===== src/rtl/eco32_core_lsu_pkg.sv =====
// rtl/eco32_core_lsu_pkg.sv - shared LSU types, constants and helpers
package eco32_core_lsu_pkg;

   // Pointer value meaning "no entries"; cast to the pointer width at use.
   localparam int SRL_EMPTY = -1;

   function automatic int level_width(input int depth);
      return $clog2(depth + 1);
   endfunction

   typedef struct packed {
      logic        we;
      logic [3:0]  be;
      logic [29:0] addr;
      logic [31:0] wdata;
   } dcm_req_t;

   localparam int DCM_REQ_W = $bits(dcm_req_t);

   typedef logic [DCM_REQ_W-1:0] dcm_req_bits_t;

   function automatic dcm_req_bits_t dcm_req_pack(input dcm_req_t r);
      return dcm_req_bits_t'(r);
   endfunction

   function automatic dcm_req_t dcm_req_unpack(input dcm_req_bits_t b);
      return dcm_req_t'(b);
   endfunction

endpackage


===== src/rtl/eco32_core_lsu_srl_fifo_if.sv =====
// rtl/eco32_core_lsu_srl_fifo_if.sv - push/pop handshake bundle for the SRL FIFO
interface eco32_core_lsu_srl_fifo_if
   import eco32_core_lsu_pkg::*;
#(
   parameter int WIDTH      = 32,
   parameter int DEPTH_LOG2 = 4
);
   logic                                       i_flush;
   logic                                       i_stb;
   logic [WIDTH-1:0]                           i_data;
   logic                                       i_rdy;
   logic                                       o_stb;
   logic [WIDTH-1:0]                           o_data;
   logic                                       o_ack;
   logic [level_width(1 << DEPTH_LOG2)-1:0]    o_level;
   logic                                       o_ovf;
   logic                                       o_udf;

   modport master (
      output i_flush, i_stb, i_data, o_ack,
      input  i_rdy, o_stb, o_data, o_level, o_ovf, o_udf
   );

   modport slave (
      input  i_flush, i_stb, i_data, o_ack,
      output i_rdy, o_stb, o_data, o_level, o_ovf, o_udf
   );
endinterface


===== src/rtl/eco32_core_lsu_srl_line.sv =====
// rtl/eco32_core_lsu_srl_line.sv - 1-bit addressable shift register, no reset
module eco32_core_lsu_srl_line
   import eco32_core_lsu_pkg::*;
#(
   parameter int DEPTH_LOG2 = 4
) (
   input  logic                  clk,
   input  logic                  shift_en,
   input  logic                  din,
   input  logic [DEPTH_LOG2-1:0] addr,
   output logic                  dout
);
   localparam int D = 1 << DEPTH_LOG2;

   logic [D-1:0] sr;

   always_ff @(posedge clk) begin
      if (shift_en) sr <= {sr[D-2:0], din};
   end

   assign dout = sr[addr];
endmodule


===== src/rtl/eco32_core_lsu_srl_fifo.sv =====
// rtl/eco32_core_lsu_srl_fifo.sv - shift-register FIFO with guarded push/pop and registered almost-full
module eco32_core_lsu_srl_fifo
   import eco32_core_lsu_pkg::*;
#(
   parameter int WIDTH      = 32,
   parameter int DEPTH_LOG2 = 4,
   parameter int AF_SLACK   = 8
) (
   input  logic                          clk,
   input  logic                          rst,
   eco32_core_lsu_srl_fifo_if.slave      bus
);
   localparam int D  = 1 << DEPTH_LOG2;
   localparam int PW = level_width(D);

   localparam logic [PW-1:0] DEPTH_V = PW'(D);
   localparam logic [PW-1:0] RDY_MAX = PW'(D - AF_SLACK);
   localparam logic [PW-1:0] EMPTY   = PW'(SRL_EMPTY);

   logic [PW-1:0]    sel_q;
   logic [PW-1:0]    sel_d;
   logic [PW-1:0]    count;
   logic [PW-1:0]    count_next;
   logic             full;
   logic             push_ok;
   logic             pop_ok;
   logic             shift_en;
   logic             rdy_q;
   logic             ovf_q;
   logic             udf_q;
   logic [WIDTH-1:0] head;

   // sel holds count-1, so the head entry is addressed directly by the pointer.
   assign count    = sel_q + 1'b1;
   assign full     = (count == DEPTH_V);
   assign push_ok  = bus.i_stb & ~full;
   assign pop_ok   = bus.o_ack & ~sel_q[PW-1];
   assign shift_en = push_ok & ~bus.i_flush;

   always_comb begin
      sel_d = sel_q;
      if (bus.i_flush)
         sel_d = EMPTY;
      else if (push_ok && !pop_ok)
         sel_d = sel_q + 1'b1;
      else if (pop_ok && !push_ok)
         sel_d = sel_q - 1'b1;
   end

   assign count_next = sel_d + 1'b1;

   always_ff @(posedge clk or posedge rst) begin
      if (rst) begin
         sel_q <= EMPTY;
         rdy_q <= 1'b0;
         ovf_q <= 1'b0;
         udf_q <= 1'b0;
      end else begin
         sel_q <= sel_d;
         rdy_q <= (count_next <= RDY_MAX);
         if (bus.i_flush) begin
            ovf_q <= 1'b0;
            udf_q <= 1'b0;
         end else begin
            if (bus.i_stb && full)          ovf_q <= 1'b1;
            if (bus.o_ack && sel_q[PW-1])   udf_q <= 1'b1;
         end
      end
   end

   for (genvar b = 0; b < WIDTH; b++) begin : g_line
      eco32_core_lsu_srl_line #(
         .DEPTH_LOG2 (DEPTH_LOG2)
      ) u_line (
         .clk      (clk),
         .shift_en (shift_en),
         .din      (bus.i_data[b]),
         .addr     (sel_q[DEPTH_LOG2-1:0]),
         .dout     (head[b])
      );
   end

   assign bus.i_rdy   = rdy_q;
   assign bus.o_stb   = ~sel_q[PW-1];
   assign bus.o_data  = head;
   assign bus.o_level = count;
   assign bus.o_ovf   = ovf_q;
   assign bus.o_udf   = udf_q;
endmodule

===== src/flat_wrapper.sv =====
// flat-port wrapper written by rule: the top's interface ports become plain ports
module eco32_core_lsu_srl_fifo_flat import eco32_core_lsu_pkg::*;
#(
   parameter int WIDTH      = 32,
   parameter int DEPTH_LOG2 = 4,
   parameter int AF_SLACK   = 8
)
  (clk, rst, bus_i_flush, bus_i_stb, bus_i_data, bus_o_ack, bus_i_rdy, bus_o_stb, bus_o_data, bus_o_level, bus_o_ovf, bus_o_udf);
  eco32_core_lsu_srl_fifo_if #(.WIDTH(WIDTH), .DEPTH_LOG2(DEPTH_LOG2)) bus_i ();
  input  logic clk;
  input  logic rst;
  input wire logic [$bits(bus_i.i_flush)-1:0] bus_i_flush;
  input wire logic [$bits(bus_i.i_stb)-1:0] bus_i_stb;
  input wire logic [$bits(bus_i.i_data)-1:0] bus_i_data;
  input wire logic [$bits(bus_i.o_ack)-1:0] bus_o_ack;
  output wire logic [$bits(bus_i.i_rdy)-1:0] bus_i_rdy;
  output wire logic [$bits(bus_i.o_stb)-1:0] bus_o_stb;
  output wire logic [$bits(bus_i.o_data)-1:0] bus_o_data;
  output wire logic [$bits(bus_i.o_level)-1:0] bus_o_level;
  output wire logic [$bits(bus_i.o_ovf)-1:0] bus_o_ovf;
  output wire logic [$bits(bus_i.o_udf)-1:0] bus_o_udf;
  assign bus_i.i_flush = bus_i_flush;
  assign bus_i.i_stb = bus_i_stb;
  assign bus_i.i_data = bus_i_data;
  assign bus_i.o_ack = bus_o_ack;
  assign bus_i_rdy = bus_i.i_rdy;
  assign bus_o_stb = bus_i.o_stb;
  assign bus_o_data = bus_i.o_data;
  assign bus_o_level = bus_i.o_level;
  assign bus_o_ovf = bus_i.o_ovf;
  assign bus_o_udf = bus_i.o_udf;
  eco32_core_lsu_srl_fifo #(.WIDTH(WIDTH), .DEPTH_LOG2(DEPTH_LOG2), .AF_SLACK(AF_SLACK)) u_core (.clk(clk), .rst(rst), .bus(bus_i));
endmodule

===== config.mk =====
export PLATFORM = sky130hd
export DESIGN_NAME = eco32_core_lsu_srl_fifo_flat
export DESIGN_NICKNAME = d
export VERILOG_FILES = /design/src/rtl/eco32_core_lsu_pkg.sv /design/src/rtl/eco32_core_lsu_srl_fifo_if.sv /design/src/rtl/eco32_core_lsu_srl_line.sv /design/src/rtl/eco32_core_lsu_srl_fifo.sv /design/src/flat_wrapper.sv
export SDC_FILE = /design/constraint.sdc
export NUM_CORES = 1
export LEC_CHECK = 0
export ABC_AREA = 1
export CAP_MARGIN = 20
export CORE_ASPECT_RATIO = 1.75
export CORE_MARGIN = 3
export CORE_UTILIZATION = 35
export CTS_BUF_LIST = sky130_fd_sc_hd__clkbuf_8
export CTS_CLUSTER_SIZE = 25
export DETAILED_ROUTE_END_ITERATION = 12
export HOLD_SLACK_MARGIN = 0.06
export PLACE_DENSITY = 0.62
export SLEW_MARGIN = 40
export SYNTH_ARGS = -nofsm -noshare
export SYNTH_HDL_FRONTEND = slang
export SYNTH_HIERARCHICAL = 1
export SYNTH_SLANG_ARGS = --single-unit

===== constraint.sdc =====
create_clock -name clk -period 25.4 [get_ports clk]
set_input_delay 7.62 -clock clk [delete_from_list [all_inputs] [get_ports clk]]
set_output_delay 7.62 -clock clk [all_outputs]
set_load 0.05 [all_outputs]

==> impl_metrics.ini, run 1 <==
[pwr]
pwr-share-comb = 0.263
switching_share = 0.348
power.density_nw_per_um2 = 89.0
seq_power_share = 0.464
clock_power_share = 0.273
p_leak_nw = 11.9
vdd_drop_max_v = 0.0000405
p_int_mw = 1.54
p_switching_mw = 0.824

[worst_setup_path]
crit_chain = buf_16 -> buf_6 -> buf_12 -> buf_16 -> inv_8 -> nand2_2 -> nand3_1 -> nand3_1 -> nand3_1 -> nand2_1 -> clkdlybuf4s50_1
cp-start-kind = flop
cp_common_cell = nand3_1
slowest_delay_ns = 0.82
r2r_cells = 11
arrival_ns = 4.60
r2r_start = u_core/sel_q[1]
r2r_slack_ns = 20.72
crit_type = reg -> out
end_kind = output pin
cp_top_family = buffers and inverters
reg2reg_to = u_core/g_line[3].u_line/sr[10]
crit_slowest_cell = clkdlybuf4s50_1
critPathBufInv = 6
critical_path_required_ns = 17.78
worstPathMaxFanout = 81

[global_route]
track_usage = 0.125
grt_max_degree = 87
grt_pass1_vias = 14700
grt_overflow_total = 0
grt_pass1_wl_microns = 73000
grt_antenna_before_repair = 2

[clock_tree]
htreeDepth = 3
cts_setup_buffers = 0
clockBufferDepth = 3
cts-root-buf = clkbuf_8
cts_tree = done
cts_hold_buffers = 0
clk_pin_slew_worst_paths_ns = 0.07
cts_resized = 0
cts_made_buffers = 80
clkSinkCount = 520
clock_latency_ns = 0.68

[synth]
yosysWarnings = 6
synth-seq-cells = 520
yosysSeqAreaShare = 0.667
synth_fp_nets = 2240
syn_avg_cell_area_sq_um = 10.6
synth_cell_types = 22
postSynthCellCount = 2200
synth_area_sq_um = 23400

[timing]
slew_headroom = 0.473
tightest_slew_ns = 0.791
fmaxAchievable_mhz = 81.8
fin_skew_ns = 0.0459
post-route-period-util = 0.481
drv_slew = 0
rsz0062_at_grt = false
setup_tns_ns = 0
setup_viol = 0
min_period_ns = 12.22
hold_viol = 0

[placement]
routabilityCongestion = 0.766
dp_cells = 3141
io_buffer_count = 77
dp_hpwl_microns = 25000

[flow_run]
maxCapViolCount = 0

[layout]
final_common_cell = nand2_1
final_cell_mix = nand2_1, edfxtp_1, inv_1
ff_latch_area_sq_um = 15600
final_nets = 2383
multiInputGateArea_sq_um = 5170
fill_cells = 6385
fin_util = 0.405
finalNonFillerCells = 3286
area_growth_pct = 14.0
drive_gt1_frac = 0.154

[die]
die_y_microns = 348
io_pins = 78
die-width_microns = 201
rows = 124
die_area_sq_um = 70000
start_util = 0.355
core-area_sq_um = 65800

[routing]
ant_nets = 0
vias_per_cell = 4.50
routedWlPerCell_microns = 13.3
drc_errors = 0
dr.pass1.iters = 5
first_iter_violations = 754
num_vias = 14800
wl_microns = 43600

[min_path]
holdPathStages = 0
hold_end = u_core/g_line[25].u_line/sr[9]
hold_path_startpoint = u_core/g_line[25].u_line/sr[8]
hold_class = reg -> reg

[outcome]
status = finished clean
==> power by group through the flow <==
stage	Clock [mW]	Sequential, mW	Combinational [mW]
4_1_cts	0.685	1.11	0.624
5_1_grt	0.716	1.11	0.690
3_3_place_gp	0	1.13	0.602
2_1_floorplan	0	1.15	0.454
6_report	0.646	1.10	0.624
3_5_place_dp	0	1.12	0.622
==> synth_stat cells (all sizes together) <==
cell type | n | area, sq um
dfstp | 5 | 131
ha | 3 | 37.5
o21ai | 1 | 5.00
a21oi | 2 | 10.0
dfrtp | 3 | 75.1
o21bai | 1 | 7.51
nand3 | 401 | 2040
inv | 532 | 2240
edfxtp | 512 | 15400
buf | 33 | 372
xor2 | 1 | 8.76
nor2 | 7 | 52.6
nand4 | 6 | 37.5
nand2 | 693 | 2960
==> layer usage <==
metal | global-route usage | up-vias | share of wire
li1 | - | 7357 | -
met5 | 0 | - | 0
met3 | 0.0260 | 97 | 0.044
met2 | 0.207 | 285 | 0.47
met1 | 0.158 | 7035 | 0.45
met4 | 0.0559 | 0 | 0.032
==> stage by stage <==
step / setup WS, ns / area, sq um / power, mW / hold slack, ns
after detailed placement: 13.78 / 25100 / 1.74 / 0.432
after global placement: 13.21 / 25000 / 1.73 / 0.433
after global routing: 12.91 / 26600 / 2.51 / 0.428
after floorplan: 3.83 / 23400 / 1.60 / 0.426
after CTS: 12.99 / 26500 / 2.41 / 0.425
final: 13.18 / 26600 / 2.37 / 0.420
==> worst max-delay path by stage <==
stage | end | from | slack [ns] | depth (start not counted)
3_3_place_gp | bus_o_data[10] | u_core/sel_q[0] | 13.21 | 9
3_5_place_dp | bus_o_data[23] | u_core/sel_q[0] | 13.78 | 10
5_1_grt | bus_o_data[23] | u_core/sel_q[0] | 12.91 | 11
6_report | bus_o_data[23] | u_core/sel_q[0] | 13.18 | 11
2_1_floorplan | u_core/g_line[0].u_line/sr[0] | bus_i_stb | 3.83 | 2
4_1_cts | bus_o_data[23] | u_core/sel_q[0] | 12.99 | 10
==> flip-flops by register name (all words and copies together), names as in the netlist <==
signal and flops:
u_core/bus.o_ovf 1, u_core/bus.o_udf 1, u_core/sel_q 5, u_core/bus.i_rdy 1, u_core/g_line.u_line/sr 512
==> cells by family (layout without fill, tap and decap cells) <==
| kind of cell | after synthesis | count (layout) | synth area share |
|---|---|---|---|
| AOI/OAI and AO/OA | 4 | 4 | 0.000964 |
| xor gates and xnor gates | 1 | 1 | 0.000375 |
| adders and majority gates | 3 | 3 | 0.00161 |
| buffers and inverters | 565 | 767 | 0.112 |
| DFF | 520 | 520 | 0.667 |
| other | 0 | 2 | 0 |
| and+or+nand+nor | 1107 | 1107 | 0.218 |
==> area by class of cell <==
class | instances | area share
Antenna cell | 2 | 0.000188
Clock buffer | 80 | 0.0414
Clock inverter | 61 | 0.0118
Inverter | 532 | 0.0841
Multi-Input combinational cell | 1115 | 0.194
Sequential cell | 520 | 0.586
Tap cell | 882 | 0.0415
Timing Repair Buffer | 94 | 0.0407
No activity file was read; power rests on OpenSTA's default activity.
==> inputs of run 2 (changes only) <==
--- a/config.mk
+++ b/config.mk
@@ -14,7 +14,7 @@
 export CTS_CLUSTER_SIZE = 25
 export DETAILED_ROUTE_END_ITERATION = 12
 export HOLD_SLACK_MARGIN = 0.06
-export PLACE_DENSITY = 0.62
+export PLACE_DENSITY = 0.6
 export SLEW_MARGIN = 40
 export SYNTH_ARGS = -nofsm -noshare
 export SYNTH_HDL_FRONTEND = slang
==> constraint.sdc (replaced) <==
create_clock -name clk -period 12.54 [get_ports clk]
set_input_delay 3.762 -clock clk [delete_from_list [all_inputs] [get_ports clk]]
set_output_delay 3.762 -clock clk [all_outputs]
set_load 0.05 [all_outputs]
==> run 2 against run 1 <==
  * Critical path depth fell by 2
  * Global-route usage rose by 0.32 points
  * Wire length rose by 2.3%
  * First-iteration DRC count rose by 25%
  * Combinational power rose by 100%
  * Hold slack improved by 0.014 ns
  * Largest cell class unchanged
==> impl_metrics.ini, run 2 (same netlist as run 1, synthesis figures left out) <==
[layout]
drive_gt1_frac = 0.156
reg_top3 = u_core/g_line.u_line/sr: 512 flops, u_core/sel_q: 5 flops
area_growth_pct = 13.9
final_cell_mix = nand2_1, edfxtp_1, inv_1
max_flop_register = u_core/g_line.u_line/sr
final_nets = 2382
final_common_cell = nand2_1
largest_reg_flops = 512

[worst_setup_path]
cp-startpoint = u_core/sel_q[0]
crit_slowest_cell = dfstp_4
crit_path_end = bus_o_data[26]
worstPathMaxFanout = 64
end_kind = output pin
cp_common_cell = nand2_1
r2r_cells = 11
reg2reg_to = u_core/g_line[15].u_line/sr[14]
crit_chain = buf_4 -> buf_6 -> nand2_1 -> nand2_1 -> nand2_1 -> nand3_1 -> nand3_1 -> nand2_1 -> clkdlybuf4s50_1
crit_type = reg -> out
critical_path_required_ns = 8.78
arrival_ns = 4.39
r2r_start = u_core/sel_q[1]
slowest_delay_ns = 1.03
cp-start-kind = flop
r2r_slack_ns = 8.30

[pwr]
total_power_mw = 4.81
seq_power_share = 0.463
pwr-share-comb = 0.263
vdd_drop_max_v = 0.000110
p_switching_mw = 1.67
power.density_nw_per_um2 = 181
clock_power_share = 0.274
switching_share = 0.347
p_int_mw = 3.14
p_leak_nw = 11.9

[min_path]
hold_class = reg -> reg

[timing]
setup_tns_ns = 0
post-route-period-util = 0.650
drv_slew = 0
fin_skew_ns = 0.0241
rsz0062_at_grt = false
fmaxAchievable_mhz = 123
slew_headroom = 0.493
min_period_ns = 8.15
setup_viol = 0
tightest_slew_ns = 0.761
hold_viol = 0

[die]
die_area_sq_um = 70000
rows = 124
die-width_microns = 201
die_y_microns = 348
core-area_sq_um = 65800
io_pins = 78
start_util = 0.355

[global_route]
grt_pass1_vias = 14700
track_usage = 0.128
grt_overflow_total = 0
gr-usage-met1 = 0.163
grt_pass1_wl_microns = 74300
grt_max_degree = 114
grt_util_met2 = 0.213
use_met3 = 0.0253
grt_antenna_before_repair = 1
busiest_layer = met2

[clock_tree]
cts_setup_buffers = 0
cts_tree = done
clock_latency_ns = 0.66
clk_pin_slew_worst_paths_ns = 0.06
cts_hold_buffers = 0
htreeDepth = 3
cts_resized = 0
cts-root-buf = clkbuf_8
clkSinkCount = 520
clockBufferDepth = 3
cts_made_buffers = 81

[outcome]
status = finished clean

[routing]
wl_microns = 44600
drc_errors = 0
dr.pass1.iters = 5
ant_nets = 0
vias_per_cell = 4.50
num_vias = 14800
first_iter_violations = 943
routedWlPerCell_microns = 13.6

[flow_run]
maxCapViolCount = 0

[placement]
dp_hpwl_microns = 26100
io_buffer_count = 77
routabilityCongestion = 0.769
run 2: cell type report:
type / count / area (sq um)
inverter: 532 / 2240
antenna: 1 / 2.50
timing repair buffer: 92 / 1030
sequential: 520 / 15600
clock buffer: 86 / 1180
fill: 6381 / 39200
multi-input combinational: 1115 / 5170
clock inverter: 62 / 279
tap: 882 / 1100
run 2: metal layers:
| layer | up-vias | share of wire |
|---|---|---|
| met4 | 0 | 0.030 |
| met2 | 282 | 0.49 |
| met1 | 7048 | 0.44 |
| met3 | 90 | 0.041 |
| met5 | - | 0 |
| li1 | 7374 | - |
run 2: worst min-delay path by stage:
stage                              startpoint                             end  slack (ns)  cells past startpoint
6_report       u_core/g_line[28].u_line/sr[7]  u_core/g_line[28].u_line/sr[8]        0.43                      0
4_1_cts        u_core/g_line[28].u_line/sr[7]  u_core/g_line[28].u_line/sr[8]        0.42                      0
3_5_place_dp   u_core/g_line[30].u_line/sr[3]  u_core/g_line[30].u_line/sr[4]        0.43                      0
3_3_place_gp   u_core/g_line[10].u_line/sr[7]  u_core/g_line[10].u_line/sr[8]        0.43                      0
5_1_grt        u_core/g_line[28].u_line/sr[7]  u_core/g_line[28].u_line/sr[8]        0.44                      0
2_1_floorplan   u_core/g_line[0].u_line/sr[9]  u_core/g_line[0].u_line/sr[10]        0.43                      0
run 2: power groups by stage:
| stage | combinational [mW] | sequential [mW] | clock, mW |
|---|---|---|---|
| 2_1_floorplan | 0.921 | 2.29 | 0 |
| 3_3_place_gp | 1.22 | 2.29 | 0 |
| 3_5_place_dp | 1.28 | 2.26 | 0 |
| 4_1_cts | 1.29 | 2.23 | 1.39 |
| 5_1_grt | 1.40 | 2.25 | 1.46 |
| 6_report | 1.27 | 2.23 | 1.32 |
run 2: stage by stage:
stage          setup WS [ns]  hold WS (ns)  std cells  utilization  instance area, sq um
2_1_floorplan          0.684         0.426       2200            -                 23400
3_3_place_gp            4.70         0.432       3136        0.380                 25000
3_5_place_dp            5.01         0.433       3141        0.382                 25100
4_1_cts                 4.24         0.424       3289        0.404                 26600
5_1_grt                 4.09         0.437       3290        0.404                 26600
6_report                4.39         0.433       3290        0.404                 26600
run 2: worst max-delay path, delay by kind of cell (launching register included):
kind / cells / cell delay [ns]
buffers and inverters: 3 / 2.10
DFF: 1 / 1.03
and+or+nand+nor: 6 / 0.55
==> inputs of run 3 (changes only) <==
==> constraint.sdc (replaced) <==
create_clock -name clk -period 8.1 [get_ports clk]
set_input_delay 2.43 -clock clk [delete_from_list [all_inputs] [get_ports clk]]
set_output_delay 2.43 -clock clk [all_outputs]
set_load 0.05 [all_outputs]
==> run 3 against run 2 <==
  * Die area did not move
  * Setup slack got worse by 2.7 ns
  * Register-to-register slack got worse by 3.9 ns
  * Clock skew rose by 0.011 ns
  * Critical path depth did not move
  * Sequential power rose by 54%
  * Via count rose by 0.49%
  * Final cell count barely moved
  * Count of clock-buffer cells in the layout fell by 2
  * Largest cell class unchanged
  * Highest routed layer unchanged
==> impl_metrics.ini, run 3 (same netlist as run 1, synthesis figures left out) <==
[clock_tree]
clockBufferDepth = 3
clk_pin_slew_worst_paths_ns = 0.07
cts_resized = 0
cts_hold_buffers = 0
clkSinkCount = 520
clock_latency_ns = 0.67
cts_setup_buffers = 0
cts_tree = done
cts_made_buffers = 82
htreeDepth = 3
cts-root-buf = clkbuf_8

[placement]
dp_cells = 3143
post-place-ws_ns = 2.40
dp_hpwl_microns = 26900
routabilityCongestion = 0.823
io_buffer_count = 77

[flow_run]
maxCapViolCount = 0

[die]
io_pins = 78
core-area_sq_um = 65800
die-width_microns = 201
start_util = 0.355
die_y_microns = 348
die_area_sq_um = 70000
rows = 124

[worst_setup_path]
arrival_ns = 3.93
crit_slowest_cell = dfstp_4
worstPathMaxFanout = 37
cp-start-kind = flop
crit_type = reg -> out
cp_common_cell = nand2_1
slowest_delay_ns = 0.95
critical_path_required_ns = 5.67
cp-startpoint = u_core/sel_q[0]
end_kind = output pin
crit_chain = buf_12 -> buf_4 -> nand2_1 -> nand2_1 -> nand2_1 -> nand3_1 -> nand3_1 -> nand2_1 -> clkdlybuf4s50_1
r2r_start = u_core/sel_q[0]

[global_route]
grt_overflow_total = 0
track_usage = 0.129
grt_antenna_before_repair = 2
grt_pass1_wl_microns = 74900
grt_pass1_vias = 14900
grt_max_degree = 160

[routing]
ant_nets = 0
drc_errors = 0
wl_met2_microns = 22200
routedWlPerCell_microns = 13.6
vias_per_cell = 4.51
wl_met1_microns = 19400
first_iter_violations = 972
num_vias = 14900
dr.pass1.iters = 5
routed.top_layer = met4
wl_met3_microns = 1850
wl_microns = 44900

[layout]
largest_reg_flops = 512
final_common_cell = nand2_1
final_cell_mix = nand2_1, edfxtp_1, inv_1
drive_gt1_frac = 0.155
reg_top3 = u_core/g_line.u_line/sr: 512 flops, u_core/sel_q: 5 flops
area_growth_pct = 14.3
final_nets = 2386
fin_util = 0.406
finalNonFillerCells = 3293
max_flop_register = u_core/g_line.u_line/sr

[timing]
post-route-period-util = 0.785
fin_skew_ns = 0.0354
tightest_slew_ns = 0.849
drv_slew = 0
setup_ws_ns = 1.74
slew_headroom = 0.434
setup_viol = 0
hold_viol = 0
fmaxAchievable_mhz = 157
hold_ws_ns = 0.428
rsz0062_at_grt = false
min_period_ns = 6.36

[pwr]
power.density_nw_per_um2 = 283
p_leak_nw = 12.0
vdd_drop_max_v = 0.000174

[min_path]
hold_path_startpoint = u_core/g_line[13].u_line/sr[7]
hold_class = reg -> reg

[outcome]
status = finished clean
## run 3: changes by cell type in the layout (fill, tap and decap cells not counted), moves of 3 or more
| cell | delta |
|---|---|
| bufinv_16 | +3 |
| inv_1 | +5 |
| clkinv_2 | -7 |
| buf_4 | +3 |
| buf_12 | +4 |
## run 3: final cells by class
| cell class | count | area (sq um) |
|---|---|---|
| well taps | 882 | 1100 |
| repair buffers | 95 | 1050 |
| inverters | 532 | 2240 |
| multi-input cells | 1115 | 5180 |
| clock inverters | 63 | 369 |
| fillers | 6385 | 39100 |
| clock buffers | 84 | 1160 |
| flip-flops and latches | 520 | 15600 |
| diodes | 2 | 5.00 |
## run 3: worst max-delay path: cells and delay by family (launching register included)
kind,cells,cell delay [ns]
flops,1,0.95
buf+inv,3,1.67
simple gates,6,0.59
## run 3: report_power, final
group          total [mW]  leakage, nW  internal [mW]  switching (mW)
Clock                2.13        0.868           1.07            1.06
Sequential           3.44         4.88           3.26           0.181
Combinational        1.98         6.21          0.618            1.36
Total                7.56         12.0           4.95            2.61
## run 3: layer usage
layer | up-vias | track usage
li1 | 7372 | -
met1 | 7107 | 0.159
met2 | 294 | 0.219
met3 | 94 | 0.0255
met4 | 0 | 0.0570
met5 | - | 0
## run 3: path summary, 6_finish.rpt
| path | to | slack [ns] | depth (start not counted) |
|---|---|---|---|
| max | bus_o_data[14] | 1.74 | 9 |
| min | u_core/g_line[13].u_line/sr[8] | 0.43 | 0 |
| max reg2reg | u_core/g_line[0].u_line/sr[6] | 4.40 | 9 |
| min reg2reg | u_core/g_line[13].u_line/sr[8] | 0.43 | 0 |
| max in group asynchronous | u_core/sel_q[4] | 5.69 | 2 |
| min in group asynchronous | u_core/bus.o_ovf | 2.08 | 2 |
## run 3: per-stage QoR
stage / setup TNS (ns) / area [sq um] / power [mW]
3_3_place_gp: 0 / 25100 / 5.45
2_1_floorplan: -1223.83 / 23400 / 4.96
3_5_place_dp: 0 / 25100 / 5.50
5_1_grt: 0 / 26700 / 8.01
4_1_cts: 0 / 26700 / 7.70
6_report: 0 / 26700 / 7.56
